**config.mk**
```make
export PLATFORM = sky130hd
export DESIGN_NAME = ppu_mem_arbiter_flat
export DESIGN_NICKNAME = d
export VERILOG_FILES = /design/src/rtl/ppu_mem_arbiter_if.sv /design/src/rtl/ppu_mem_arbiter.sv /design/src/flat_wrapper.sv
export SDC_FILE = /design/constraint.sdc
export NUM_CORES = 1
export LEC_CHECK = 0
export CAP_MARGIN = 10
export CORE_MARGIN = 3
export CORE_UTILIZATION = 44
export CTS_BUF_LIST = sky130_fd_sc_hd__clkbuf_4 sky130_fd_sc_hd__clkbuf_8
export DETAILED_ROUTE_END_ITERATION = 8
export HOLD_SLACK_MARGIN = 0.03
export PLACE_DENSITY = 0.82
export SLEW_MARGIN = 20
export SYNTH_ARGS = -nofsm -noshare
export SYNTH_HDL_FRONTEND = slang
export SYNTH_SLANG_ARGS = --single-unit
```
**constraint.sdc**
```tcl
create_clock -name clk_in -period 2.45 [get_ports clk_in]
set_clock_uncertainty 0.2 [all_clocks]
set_input_delay 0.3675 -clock clk_in [delete_from_list [all_inputs] [get_ports clk_in]]
set_output_delay 0.3675 -clock clk_in [all_outputs]
set_load 0.1 [all_outputs]
```
**src/rtl/ppu_mem_arbiter_if.sv**
```systemverilog
// Bus bundle between the PPU/CPU/DMA requesters, the memory macro and ppu_mem_arbiter.
// DMA signals exist only when MEM_ARB_DMA_EN is defined.
interface ppu_mem_arbiter_if #(
  parameter int ADDR_W = 16,
  parameter int DATA_W = 8
);
  logic [1:0]        mode_in;
  logic              lcd_en_in;

  logic              ppu_req_in;
  logic [ADDR_W-1:0] ppu_addr_in;
  logic [DATA_W-1:0] ppu_data_out;
  logic              ppu_valid_out;

  logic              cpu_req_in;
  logic              cpu_we_in;
  logic [ADDR_W-1:0] cpu_addr_in;
  logic [DATA_W-1:0] cpu_wdata_in;
  logic [DATA_W-1:0] cpu_rdata_out;
  logic              cpu_ack_out;

  logic [ADDR_W-1:0] mem_addr_out;
  logic              mem_re_out;
  logic              mem_we_out;
  logic [DATA_W-1:0] mem_wdata_out;
  logic [DATA_W-1:0] mem_rdata_in;
  logic              mem_valid_in;

`ifdef MEM_ARB_DMA_EN
  logic              dma_req_in;
  logic [ADDR_W-1:0] dma_addr_in;
  logic [DATA_W-1:0] dma_wdata_in;
  logic              dma_ack_out;
  logic              dma_active_in;
`endif

  modport slave (
`ifdef MEM_ARB_DMA_EN
    input  dma_req_in, dma_addr_in, dma_wdata_in, dma_active_in,
    output dma_ack_out,
`endif
    input  mode_in, lcd_en_in,
    input  ppu_req_in, ppu_addr_in,
    output ppu_data_out, ppu_valid_out,
    input  cpu_req_in, cpu_we_in, cpu_addr_in, cpu_wdata_in,
    output cpu_rdata_out, cpu_ack_out,
    output mem_addr_out, mem_re_out, mem_we_out, mem_wdata_out,
    input  mem_rdata_in, mem_valid_in
  );

  modport master (
`ifdef MEM_ARB_DMA_EN
    output dma_req_in, dma_addr_in, dma_wdata_in, dma_active_in,
    input  dma_ack_out,
`endif
    output mode_in, lcd_en_in,
    output ppu_req_in, ppu_addr_in,
    input  ppu_data_out, ppu_valid_out,
    output cpu_req_in, cpu_we_in, cpu_addr_in, cpu_wdata_in,
    input  cpu_rdata_out, cpu_ack_out,
    input  mem_addr_out, mem_re_out, mem_we_out, mem_wdata_out,
    output mem_rdata_in, mem_valid_in
  );
endinterface

```
**src/rtl/ppu_mem_arbiter.sv**
```systemverilog
// Single-port VRAM/OAM arbiter for PPU, CPU and optional OAM DMA with DMG mode locking.
// Define MEM_ARB_DMA_EN to add the top-priority, write-only DMA requester.
module ppu_mem_arbiter #(
  parameter int ADDR_W     = 16,
  parameter int DATA_W     = 8,
  parameter int RD_TIMEOUT = 7
) (
  input logic              clk_in,
  input logic              rst_n_in,
  ppu_mem_arbiter_if.slave bus
);
  localparam int                CNT_W      = $clog2(RD_TIMEOUT + 1);
  localparam logic [CNT_W-1:0]  CNT_LAST   = CNT_W'(RD_TIMEOUT - 1);
  localparam logic [DATA_W-1:0] ABORT_DATA = '1;

  typedef enum logic [1:0] {IDLE, ISSUE, WAIT} state_t;
  typedef enum logic [1:0] {OWN_NONE, OWN_PPU, OWN_CPU, OWN_DMA} owner_t;

  state_t            state, state_nxt;
  owner_t            owner;
  logic [ADDR_W-1:0] addr_q;
  logic [DATA_W-1:0] wdata_q;
  logic              we_q;
  logic [CNT_W-1:0]  wait_cnt;
  logic              cpu_ack_q, ppu_valid_q;
  logic [DATA_W-1:0] cpu_rdata_q, ppu_data_q;

  logic              cpu_is_vram, cpu_is_oam, cpu_locked;
  logic              ppu_go, cpu_go;
  logic              grant_dma, grant_ppu, grant_cpu, grant_cpu_locked;
  logic              rd_done, rd_abort;
  logic [DATA_W-1:0] rd_data;
  logic              mem_re, mem_we, cpu_wr_ack;
  logic [ADDR_W-1:0] mem_addr;
  logic [DATA_W-1:0] mem_wdata;

  logic              dma_req, dma_lock;
  logic [ADDR_W-1:0] dma_addr;
  logic [DATA_W-1:0] dma_wdata;

`ifdef MEM_ARB_DMA_EN
  assign dma_req         = bus.dma_req_in;
  assign dma_addr        = bus.dma_addr_in;
  assign dma_wdata       = bus.dma_wdata_in;
  assign dma_lock        = bus.dma_active_in;
  assign bus.dma_ack_out = (state == ISSUE) && (owner == OWN_DMA);
`else
  assign dma_req   = 1'b0;
  assign dma_addr  = '0;
  assign dma_wdata = '0;
  assign dma_lock  = 1'b0;
`endif

  assign cpu_is_vram = (bus.cpu_addr_in >= ADDR_W'(16'h8000)) && (bus.cpu_addr_in <= ADDR_W'(16'h9FFF));
  assign cpu_is_oam  = (bus.cpu_addr_in >= ADDR_W'(16'hFE00)) && (bus.cpu_addr_in <= ADDR_W'(16'hFE9F));
  assign cpu_locked  = (bus.lcd_en_in && ((cpu_is_oam && bus.mode_in[1]) ||
                                          (cpu_is_vram && (bus.mode_in == 2'd3))))
                     || (cpu_is_oam && dma_lock);

  // A requester whose valid/ack is pulsing this cycle still holds req; masking stops a double grant.
  assign ppu_go           = bus.ppu_req_in && !ppu_valid_q;
  assign cpu_go           = bus.cpu_req_in && !cpu_ack_q;
  assign grant_dma        = (state == IDLE) && dma_req;
  assign grant_ppu        = (state == IDLE) && !dma_req && ppu_go;
  assign grant_cpu        = (state == IDLE) && !dma_req && !ppu_go && cpu_go && !cpu_locked;
  assign grant_cpu_locked = (state == IDLE) && !dma_req && !ppu_go && cpu_go && cpu_locked;

  assign rd_done  = (state == WAIT) && bus.mem_valid_in;
  assign rd_abort = (state == WAIT) && !bus.mem_valid_in && (wait_cnt == CNT_LAST);
  assign rd_data  = rd_done ? bus.mem_rdata_in : ABORT_DATA;

  always_ff @(posedge clk_in or negedge rst_n_in) begin
    if (!rst_n_in) state <= IDLE;
    else           state <= state_nxt;
  end

  always_comb begin
    state_nxt  = state;
    mem_re     = 1'b0;
    mem_we     = 1'b0;
    mem_addr   = '0;
    mem_wdata  = '0;
    cpu_wr_ack = 1'b0;
    case (state)
      IDLE: begin
        if (grant_dma || grant_ppu || grant_cpu) state_nxt = ISSUE;
      end
      ISSUE: begin
        mem_addr   = addr_q;
        mem_re     = !we_q;
        mem_we     = we_q;
        mem_wdata  = we_q ? wdata_q : '0;
        cpu_wr_ack = we_q && (owner == OWN_CPU);
        state_nxt  = we_q ? IDLE : WAIT;
      end
      WAIT: begin
        if (rd_done || rd_abort) state_nxt = IDLE;
      end
      default: state_nxt = IDLE;
    endcase
  end

  always_ff @(posedge clk_in or negedge rst_n_in) begin
    if (!rst_n_in) begin
      owner       <= OWN_NONE;
      addr_q      <= '0;
      wdata_q     <= '0;
      we_q        <= 1'b0;
      wait_cnt    <= '0;
      cpu_ack_q   <= 1'b0;
      ppu_valid_q <= 1'b0;
      cpu_rdata_q <= '0;
      ppu_data_q  <= '0;
    end else begin
      cpu_ack_q   <= 1'b0;
      ppu_valid_q <= 1'b0;

      if (grant_dma) begin
        owner   <= OWN_DMA;
        addr_q  <= dma_addr;
        wdata_q <= dma_wdata;
        we_q    <= 1'b1;
      end else if (grant_ppu) begin
        owner   <= OWN_PPU;
        addr_q  <= bus.ppu_addr_in;
        wdata_q <= '0;
        we_q    <= 1'b0;
      end else if (grant_cpu) begin
        owner   <= OWN_CPU;
        addr_q  <= bus.cpu_addr_in;
        wdata_q <= bus.cpu_wdata_in;
        we_q    <= bus.cpu_we_in;
      end

      // Locked CPU access never touches memory: reads see FF, writes vanish.
      if (grant_cpu_locked) begin
        cpu_ack_q <= 1'b1;
        if (!bus.cpu_we_in) cpu_rdata_q <= ABORT_DATA;
      end

      if (state == ISSUE) begin
        wait_cnt <= '0;
        if (we_q) owner <= OWN_NONE;
      end

      if (state == WAIT) begin
        wait_cnt <= wait_cnt + CNT_W'(1);
        if (rd_done || rd_abort) begin
          wait_cnt <= '0;
          owner    <= OWN_NONE;
          if (owner == OWN_PPU) begin
            ppu_valid_q <= 1'b1;
            ppu_data_q  <= rd_data;
          end else if (owner == OWN_CPU) begin
            cpu_ack_q   <= 1'b1;
            cpu_rdata_q <= rd_data;
          end
        end
      end
    end
  end

  assign bus.mem_re_out    = mem_re;
  assign bus.mem_we_out    = mem_we;
  assign bus.mem_addr_out  = mem_addr;
  assign bus.mem_wdata_out = mem_wdata;
  assign bus.cpu_ack_out   = cpu_ack_q || cpu_wr_ack;
  assign bus.cpu_rdata_out = cpu_rdata_q;
  assign bus.ppu_valid_out = ppu_valid_q;
  assign bus.ppu_data_out  = ppu_data_q;
endmodule

```
**src/flat_wrapper.sv**
```systemverilog
// flat-port wrapper written by rule: the top's interface ports become plain ports
module ppu_mem_arbiter_flat 
#(
  parameter int ADDR_W     = 16,
  parameter int DATA_W     = 8,
  parameter int RD_TIMEOUT = 7
)
  (clk_in, rst_n_in, bus_mode_in, bus_lcd_en_in, bus_ppu_req_in, bus_ppu_addr_in, bus_ppu_data_out, bus_ppu_valid_out, bus_cpu_req_in, bus_cpu_we_in, bus_cpu_addr_in, bus_cpu_wdata_in, bus_cpu_rdata_out, bus_cpu_ack_out, bus_mem_addr_out, bus_mem_re_out, bus_mem_we_out, bus_mem_wdata_out, bus_mem_rdata_in, bus_mem_valid_in);
  ppu_mem_arbiter_if #(.ADDR_W(ADDR_W), .DATA_W(DATA_W)) bus_i ();
  input logic clk_in;
  input logic rst_n_in;
  input wire logic [$bits(bus_i.mode_in)-1:0] bus_mode_in;
  input wire logic [$bits(bus_i.lcd_en_in)-1:0] bus_lcd_en_in;
  input wire logic [$bits(bus_i.ppu_req_in)-1:0] bus_ppu_req_in;
  input wire logic [$bits(bus_i.ppu_addr_in)-1:0] bus_ppu_addr_in;
  output wire logic [$bits(bus_i.ppu_data_out)-1:0] bus_ppu_data_out;
  output wire logic [$bits(bus_i.ppu_valid_out)-1:0] bus_ppu_valid_out;
  input wire logic [$bits(bus_i.cpu_req_in)-1:0] bus_cpu_req_in;
  input wire logic [$bits(bus_i.cpu_we_in)-1:0] bus_cpu_we_in;
  input wire logic [$bits(bus_i.cpu_addr_in)-1:0] bus_cpu_addr_in;
  input wire logic [$bits(bus_i.cpu_wdata_in)-1:0] bus_cpu_wdata_in;
  output wire logic [$bits(bus_i.cpu_rdata_out)-1:0] bus_cpu_rdata_out;
  output wire logic [$bits(bus_i.cpu_ack_out)-1:0] bus_cpu_ack_out;
  output wire logic [$bits(bus_i.mem_addr_out)-1:0] bus_mem_addr_out;
  output wire logic [$bits(bus_i.mem_re_out)-1:0] bus_mem_re_out;
  output wire logic [$bits(bus_i.mem_we_out)-1:0] bus_mem_we_out;
  output wire logic [$bits(bus_i.mem_wdata_out)-1:0] bus_mem_wdata_out;
  input wire logic [$bits(bus_i.mem_rdata_in)-1:0] bus_mem_rdata_in;
  input wire logic [$bits(bus_i.mem_valid_in)-1:0] bus_mem_valid_in;
  assign bus_i.mode_in = bus_mode_in;
  assign bus_i.lcd_en_in = bus_lcd_en_in;
  assign bus_i.ppu_req_in = bus_ppu_req_in;
  assign bus_i.ppu_addr_in = bus_ppu_addr_in;
  assign bus_ppu_data_out = bus_i.ppu_data_out;
  assign bus_ppu_valid_out = bus_i.ppu_valid_out;
  assign bus_i.cpu_req_in = bus_cpu_req_in;
  assign bus_i.cpu_we_in = bus_cpu_we_in;
  assign bus_i.cpu_addr_in = bus_cpu_addr_in;
  assign bus_i.cpu_wdata_in = bus_cpu_wdata_in;
  assign bus_cpu_rdata_out = bus_i.cpu_rdata_out;
  assign bus_cpu_ack_out = bus_i.cpu_ack_out;
  assign bus_mem_addr_out = bus_i.mem_addr_out;
  assign bus_mem_re_out = bus_i.mem_re_out;
  assign bus_mem_we_out = bus_i.mem_we_out;
  assign bus_mem_wdata_out = bus_i.mem_wdata_out;
  assign bus_i.mem_rdata_in = bus_mem_rdata_in;
  assign bus_i.mem_valid_in = bus_mem_valid_in;
  ppu_mem_arbiter #(.ADDR_W(ADDR_W), .DATA_W(DATA_W), .RD_TIMEOUT(RD_TIMEOUT)) u_core (.clk_in(clk_in), .rst_n_in(rst_n_in), .bus(bus_i));
endmodule
```
==> flow_summary.toml, run 1 <==
[floorplan]
die_area_mm2 = 0.00639
die_w_um = 79.9
placementRows = 26
core_area_mm2 = 0.00520
start_util_pct = 46.2
die_h_um = 79.9
io_pins = 101

[worst_setup_path]
critPathMaxFanout = 8
r2r_cells = 8
cp-end-kind = "register"
cp-endpoint = "u_core.bus.cpu_rdata_out[2]"
crit_start = "bus_cpu_addr_in[5]"
critPathLaunchType = "input port"
path_class = "input port to register"
timing.rr.start = "u_core.state[0]"
cp.arrival_ns = 2.41
r2r_end = "u_core.wdata_q[7]"
rrSetupSlack_ns = 0.35
crit_required_ns = 2.49

[final_layout]
drive_gt1_share_pct = 24.6
area.sequential_mm2 = 0.00125
fin_util_pct = 75.3
nNetsFinal = 406
multiInputGateArea_mm2 = 0.00106
syn2layout_area_growth_pct = 63.1
fillers = 359
n_antenna_cell = 0

[timing]
final_max_slew_viol_count = 0
final.setup.tns_ns = 0
layout_setup_ws_ns = 0.0792
hold_violations = 0
slew_headroom_pct = 57.8
post-route-period-util_pct = 96.8
max_freq_mhz = 422
fin_hold_ws_ns = 0.277
period_needed_ns = 2.37
rsz0062_at_grt = "false"
tightest_slew_ns = 0.633
setup_violations = 0

[place]
portBuffers = 100
place_congestion = 0.744
dp_slack_ns = -0.323
dp_hpwl_mm = 4.99

[logic_synthesis]
syn_avg_cell_area_um2 = 10.2
synth_flop_cell = "dfrtp_1"
synth.yosys.seq_area_share_pct = 52.1
synth-edff-count = 0
async_reset_ff_share_pct = 100
synth_top_cell_by_area = "dfrtp_1"
synth_area_mm2 = 0.00240
yosys_warnings = 0
synth.most_common_cell = "dfrtp_1"
synth_area_leaders = "dfrtp_1, nand2_1, o32a_1, and2_1, nor3_2"
ys_types = 35
ys_ff_latch = 50
synth_cells = 236
synth_commonest_cells = "dfrtp_1, nand2_1, and2_1"
synth_top_area_share_pct = 52.1
syn_nets = 298

[worst_hold_path]
hold_path_class = "register to register"

[global_routing]
grt_pass1_vias = 2295
grt-ovfl-total = 0
antenna_found_initial = 0
grt_max_degree = 51
grtUsageTotal_pct = 21.4
grt_pass1_wl_mm = 10.9

[clocking]
htreeDepth = 2
cts_root_buffer = "clkbuf_8"
cts_tree = "yes"
clk_transition_reported_paths_ns = 0.10
post-cts-setup-buffers = 0
numCtsBuffers = 5
clock_sinks = 50
clkLatencyLatePin_ns = 0.30
cts_max_path_buffers = 2

[detailed_routing]
avgRoutedWirePerCell_um = 16.2
drc_errors = 0
dr_total_vias = 2203
drt_iter0_drc = 103
dr.pass1.iters = 4
totalWireLength_mm = 6.70
vias_per_cell = 5.31
ant_nets = 0

[power]
p_per_area_mw_per_mm2 = 1500
vdd_drop_max_mv = 1.43
p_total_mw = 5.88
power_leakage_nw = 1.78

[flow_run]
cap_viol_max_count = 0

[run_status]
status = "complete, no violations"
[per-stage QoR]
| step | instance area, um^2 | instances |
|---|---|---|
| global placement | 3770 | 406 |
| CTS | 3920 | 415 |
| floorplan | 2410 | 236 |
| detailed placement | 3770 | 406 |
| global route | 3920 | 415 |
| finish | 3920 | 415 |
[worst max-delay path, stage by stage]
cell and delay [ns]:
clkdlybuf4s50_1 0.44, o21ai_1 0.16, a31oi_1 0.11, or4_4 0.51, buf_4 0.17, o32ai_4 0.41, o32a_1 0.24
[cell type report]
| cell class | count | share of cell area, % |
|---|---|---|
| tap | 70 | 2.23 |
| clock inverter | 3 | 1.75 |
| multi-input combinational | 164 | 27.0 |
| timing repair buffer | 116 | 34.7 |
| inverter | 7 | 0.670 |
| clock buffer | 5 | 1.75 |
| sequential | 50 | 31.9 |
[report_power, final]
part | total (mW) | switching, mW | internal [mW] | leakage (nW)
clock | 0.688 | 0.279 | 0.409 | 0.0683
combinational | 3.77 | 2.63 | 1.14 | 1.09
sequential | 1.42 | 0.230 | 1.19 | 0.619
total | 5.88 | 3.14 | 2.74 | 1.78
[layout by cell type (no fill, tap or decap), types with 3 or more instances in the layout]
master / netlist / final
clkdlybuf4s50_1: 0 / 55
dfrtp_1: 50 / 50
nand2_1: 43 / 43
buf_4: 1 / 31
buf_12: 0 / 28
and2_1: 18 / 18
o32a_1: 16 / 16
nor2_1: 13 / 13
nand3_1: 12 / 12
and3_1: 8 / 8
nor3_2: 8 / 8
o22ai_1: 8 / 8
inv_1: 7 / 7
a22oi_1: 6 / 6
clkbuf_8: 0 / 5
ha_1: 5 / 4
a21oi_1: 3 / 3
o21ai_0: 3 / 3
[state kept, by name, summed over array words and instances (netlist names)]
name and flops:
u_core.addr_q 16, u_core.bus.cpu_rdata_out 8, u_core.bus.ppu_data_out 8, u_core.bus.ppu_valid_out 1
u_core.cpu_ack_q 1, u_core.owner 2, u_core.state 2, u_core.wait_cnt 3
u_core.wdata_q 8, u_core.we_q 1
[per-layer routing]
metal  vias to the layer above  share of wire, %  global-route usage [%]
met5                         -                 0                       0
met4                         0              0.63                    5.24
met3                         4               7.3                    5.30
met2                        76                49                    36.1
met1                      1072                44                    27.7
li1                       1051                 -                       -
[what timing repair did]
item | 4_1_cts | 5_1_grt
pin swaps | 1 | 4
gates resized for setup | 0 | 2
setup endpoints to repair | 1 | 34
cloned | 0 | 0
hold endpoints to repair | 50 | 0
hold buffers | 1 | 0
[worst min-delay path by stage]
stage / to / from / slack [ns] / cells after the start
finish: u_core.addr_q[12] / u_core.addr_q[12] / 0.28 / 2
global route: u_core.addr_q[15] / u_core.addr_q[15] / 0.30 / 2
CTS: u_core.addr_q[14] / u_core.addr_q[14] / 0.28 / 2
detailed placement: u_core.addr_q[14] / u_core.addr_q[14] / 0.26 / 2
global placement: u_core.addr_q[12] / u_core.addr_q[12] / 0.25 / 2
floorplan: u_core.addr_q[0] / rst_n_in / -0.13 / 0
[cells by family after synthesis]
logic type | count (synthesis) | synth area share (%)
fa+ha+maj | 5 | 2.60
buf+inv | 22 | 4.37
flops | 50 | 52.1
compound gates | 46 | 16.3
simple gates | 111 | 23.7
mux | 2 | 0.937
Note: power is estimated with default switching activity, not from simulation.
==> run 2: changes to the inputs <==
--- a/config.mk
+++ b/config.mk
@@ -10,6 +10,7 @@
 export CORE_UTILIZATION = 44
 export CTS_BUF_LIST = sky130_fd_sc_hd__clkbuf_4 sky130_fd_sc_hd__clkbuf_8
 export DETAILED_ROUTE_END_ITERATION = 8
+export GPL_ROUTABILITY_DRIVEN = 0
 export HOLD_SLACK_MARGIN = 0.03
 export PLACE_DENSITY = 0.82
 export SLEW_MARGIN = 20
==> results of run 2 <==
Same layout as run 1: the final DEF is identical, and so are final timing and power.
==> run 3: changes to the inputs <==
--- a/config.mk
+++ b/config.mk
@@ -9,10 +9,12 @@
 export CORE_MARGIN = 3
 export CORE_UTILIZATION = 44
 export CTS_BUF_LIST = sky130_fd_sc_hd__clkbuf_4 sky130_fd_sc_hd__clkbuf_8
+export CTS_CLUSTER_DIAMETER = 200
 export DETAILED_ROUTE_END_ITERATION = 8
 export GPL_ROUTABILITY_DRIVEN = 0
 export HOLD_SLACK_MARGIN = 0.03
 export PLACE_DENSITY = 0.82
+export SKIP_LAST_GASP = 1
 export SLEW_MARGIN = 20
 export SYNTH_ARGS = -nofsm -noshare
 export SYNTH_HDL_FRONTEND = slang
==> results of run 3 <==
Same layout as run 1: the final DEF is identical, and so are final timing and power.
